<file path="config.mk">
export PLATFORM = sky130hd
export DESIGN_NAME = ps2_sync_fifo
export DESIGN_NICKNAME = d
export VERILOG_FILES = /design/src/rtl/ps2_sync_fifo.sv
export SDC_FILE = /design/constraint.sdc
export NUM_CORES = 1
export LEC_CHECK = 0
export ABC_CLOCK_PERIOD_IN_PS = 4200
export CAP_MARGIN = 20
export CORE_UTILIZATION = 55
export CTS_CLUSTER_DIAMETER = 120
export DETAILED_ROUTE_END_ITERATION = 6
export DONT_BUFFER_PORTS = 1
export GPL_ROUTABILITY_DRIVEN = 0
export PLACE_DENSITY_LB_ADDON = 0.05
export SETUP_SLACK_MARGIN = 0.02
export SLEW_MARGIN = 20
export SYNTH_ARGS = -nofsm -noshare
export SYNTH_HDL_FRONTEND = slang
export SYNTH_SLANG_ARGS = --single-unit
</file>
<file path="constraint.sdc">
create_clock -name clk -period 4.2 [get_ports clk]
set_clock_uncertainty 0.2 [all_clocks]
set_input_delay 1.05 -clock clk [delete_from_list [all_inputs] [get_ports clk]]
set_output_delay 1.05 -clock clk [all_outputs]
set_load 0.01 [all_outputs]
</file>
<file path="src/rtl/ps2_sync_fifo.sv">
// First-word-fall-through FIFO for received PS/2 entries.
// Latency: a write is visible at head the cycle after; a pop shows the next head the cycle after.
// Backpressure: none upstream; a write while full is dropped (flagged) unless a pop happens in the same cycle.
// Ports: clk, reset (sync, active-high), wr/wdata push, rd pop, head/empty/full status,
//        dropped = this cycle's write was refused.
module ps2_sync_fifo #(
  parameter int WIDTH = 10,
  parameter int DEPTH = 4
) (
  input  logic             clk,
  input  logic             reset,
  input  logic             wr,
  input  logic [WIDTH-1:0] wdata,
  input  logic             rd,
  output logic [WIDTH-1:0] head,
  output logic             empty,
  output logic             full,
  output logic             dropped
);

  localparam int AW = $clog2(DEPTH);

  logic [WIDTH-1:0] mem [DEPTH];
  logic [AW-1:0]    wr_ptr;
  logic [AW-1:0]    rd_ptr;
  logic [AW:0]      cnt;
  logic             pop;
  logic             push_ok;

  assign empty   = (cnt == '0);
  assign full    = (cnt == (AW+1)'(DEPTH));
  assign pop     = rd & ~empty;
  // When full, a same-cycle pop frees the slot the write lands in
  // (wr_ptr == rd_ptr), so the write can be accepted.
  assign push_ok = wr & ((cnt < (AW+1)'(DEPTH)) | pop);
  assign dropped = wr & ~push_ok;
  // Head is forced to zero while empty so outputs read 0 out of reset.
  assign head    = empty ? '0 : mem[rd_ptr];

  always_ff @(posedge clk) begin
    if (reset) begin
      wr_ptr <= '0;
      rd_ptr <= '0;
      cnt    <= '0;
    end else begin
      if (push_ok) wr_ptr <= wr_ptr + 1'b1;
      if (pop)     rd_ptr <= rd_ptr + 1'b1;
      cnt <= cnt + (AW+1)'(push_ok) - (AW+1)'(pop);
    end
  end

  always_ff @(posedge clk) begin
    if (push_ok) mem[wr_ptr] <= wdata;
  end

endmodule

</file>
==> flow_metrics.py <==
metrics = {
    "outcome": {
        "status": "completed",
    },
    "clock_tree": {
        "cts.sinks": 49,
        "numCtsBuffers": 5,
        "cts_root_buf": "clkbuf_4",
        "cts_tree": "built",
        "clock_latency_ps": 350,
        "path_clk_slew_ps": 140,
        "postCtsHoldBufs": 0,
        "cts.htree.levels": 2,
        "clockBufferDepth": 2,
        "postCtsSetupBuffers": 0,
        "cts_resized": 0,
    },
    "synth": {
        "seq_area_frac_synth_pct": 69.17,
        "synth.most_common_cell": "edfxtp_1",
        "ys_types": 24,
        "synthArstFlopShare_pct": 0,
        "synth_top_cell_by_area": "edfxtp_1",
        "syn_avg_cell_area_um2": 17.36,
        "synth_fp_nets": 136,
        "netlist_area_mm2": 0.001997,
        "yosys-top-cells-count": "edfxtp_1, nor2b_1, mux4_2",
        "synth-main-ff-cell": "edfxtp_1",
        "synth-seq-cells": 49,
        "yosys_warnings": 0,
        "netlist_instances": 115,
        "synth_edf_count": 40,
        "synth_top_area_share_pct": 60.15,
        "yosys-top-cells-area": "edfxtp_1, mux4_2, dfxtp_1",
    },
    "worst_setup_path": {
        "critical_path.max_fanout": 10,
        "r2r_end": "cnt[2]",
        "cp-endpoint": "head[4]",
        "r2r-start": "cnt[1]",
        "critPathBufInv": 0,
        "cp-start-kind": "register",
        "path_cells": "mux4_2 -> nor2b_1",
        "cp_top_family": "flip-flops",
        "path_class": "register to output pin",
        "crit_required_ps": 2950,
        "reg2reg_setup_slack_ps": 1830,
        "cp_slowest_cell": "dfxtp_1",
        "cp.depth": 2,
        "max_stage_delay_ps": 780,
        "arrival_ps": 1890,
        "r2r_cells": 9,
        "end_kind": "output pin",
    },
    "routing": {
        "totalWireLength_um": 2886,
        "first_iter_violations": 25,
        "wl_per_cell_um": 17.28,
        "vias": 937,
        "route.detailed.drc": 0,
        "postRouteAntennaNets": 0,
        "routed_via_density": 5.611,
        "drt-pass1-iter-count": 4,
    },
    "timing": {
        "setup_slack_ps": 1060,
        "slew_violations": 0,
        "rsz0062_at_grt": "false",
        "max_freq_mhz": 318.4,
        "holdWs_ps": 288.2,
        "tns_ps": 0,
        "fin_crit_sh_pct": 74.77,
        "tightest_slew_ps": 670.2,
        "finalHoldViolCount": 0,
        "finalSetupViolCount": 0,
        "finalCriticalPeriod_ps": 3140,
        "slew_headroom_pct": 55.26,
    },
    "cells_and_area": {
        "drive_above_1_share_pct": 18.18,
        "final_area_mm2": 0.002125,
        "syn2layout_area_growth_pct": 6.391,
        "diodes": 0,
        "fillers": 284,
        "nNetsFinal": 141,
    },
    "global_route": {
        "first_global_vias": 1037,
        "grt.total_usage_pct": 17.99,
        "antenna_found_initial": 0,
        "globalRoute.totalOverflow": 0,
        "grt_max_degree": 17,
        "grt_pass1_wl_um": 4981,
    },
    "power_and_ir_drop": {
        "leakage_nw": 0.7213,
        "power_mw": 1.215,
        "max-vdd-ir-drop_mv": 0.3183,
        "cellPowerDensity_mw_per_mm2": 571.7,
    },
    "die": {
        "die_w_um": 62.26,
        "die_area_mm2": 0.003876,
        "ioPinCount": 27,
        "core_area_mm2": 0.003416,
        "die_height_um": 62.26,
        "rows": 21,
        "start_util_pct": 58.46,
    },
    "placed_design": {
        "dpl_worst_slack_ps": 1299,
        "hpwl_um": 1961,
        "placed_area_mm2": 0.002041,
        "io_buffers": 0,
    },
    "run": {
        "maxCapViolCount": 0,
    },
    "worst_hold_path": {
        "hold_path_class": "register to register",
        "holdCritStartpoint": "rd_ptr[1]",
    },
}
registers in the layout, indices dropped and copies added, names as in the netlist, named ones only:
name and flops:
rd_ptr 2, wr_ptr 2, cnt 3, mem 40
power breakdown:
part	switching [mW]	leakage [nW]	internal, mW
Sequential	0.0551	0.441	0.576
Clock	0.144	0.0414	0.126
Combinational	0.161	0.239	0.152
Total	0.360	0.721	0.855
routing by layer:
layer,global-route usage [%],vias to the layer above,part of all wire (%)
met1,20.39,460,38
met2,30.91,30,54
met5,0,-,0
met4,9.012,0,1.9
met3,5.331,7,6.0
li1,-,440,-
kinds of logic (layout without fill, tap and decap cells):
kind of cell	count (synthesis)	in the layout	synth area share, %
buffers and inverters	10	16	2.381
adder cells (fa/ha/maj)	7	7	4.762
AO/OA/AOI/OAI	7	7	1.879
multiplexers	10	10	11.28
AND/OR/NAND/NOR	29	29	9.211
flip-flops	49	49	69.17
XOR/XNOR	3	3	1.316
placed cells by master (no fill, tap or decap), types with 2 or more instances in the layout:
master	count
a21oi_1	3
and3_1	4
clkbuf_4	5
dfxtp_1	9
edfxtp_1	40
ha_1	6
inv_1	7
mux4_2	10
nand2_1	2
nand3_1	2
nor2_1	4
nor2b_1	11
nor2b_4	2
o21ai_0	3
xnor2_1	2
worst register-to-register path, cell delays in order, from the launching register on:
cell	delay, ps
dfxtp_1	390
o31ai_1	370
inv_1	90
ha_1	280
inv_1	40
ha_1	180
fa_1	370
xnor2_1	180
xnor2_1	140
nor2_1	50
worst min path at each step:
stage	endpoint	slack (ps)	cells past startpoint
after floorplan	register	250	2
after global placement	rd_ptr[1]	260	2
after detailed placement	rd_ptr[1]	280	2
after CTS	register	290	2
after global routing	register	340	2
final	register	290	2
layout make-up:
cell class	count	area [µm²]	share of cell area, %
inverters	7	26.28	1.237
flip-flops and latches	49	1381	65.02
clock buffers	5	37.54	1.767
repair buffers	1	7.507	0.3534
clock inverters	3	46.29	2.179
multi-input cells	56	568.0	26.74
well taps	46	57.56	2.709
per-stage QoR:
step                      util (%)  std cells
after floorplan                  -        115
after global placement       59.74        159
after detailed placement     59.74        159
after CTS                    62.20        167
after global routing         62.20        167
final                        62.20        167
(Power assumes the default switching activity.)
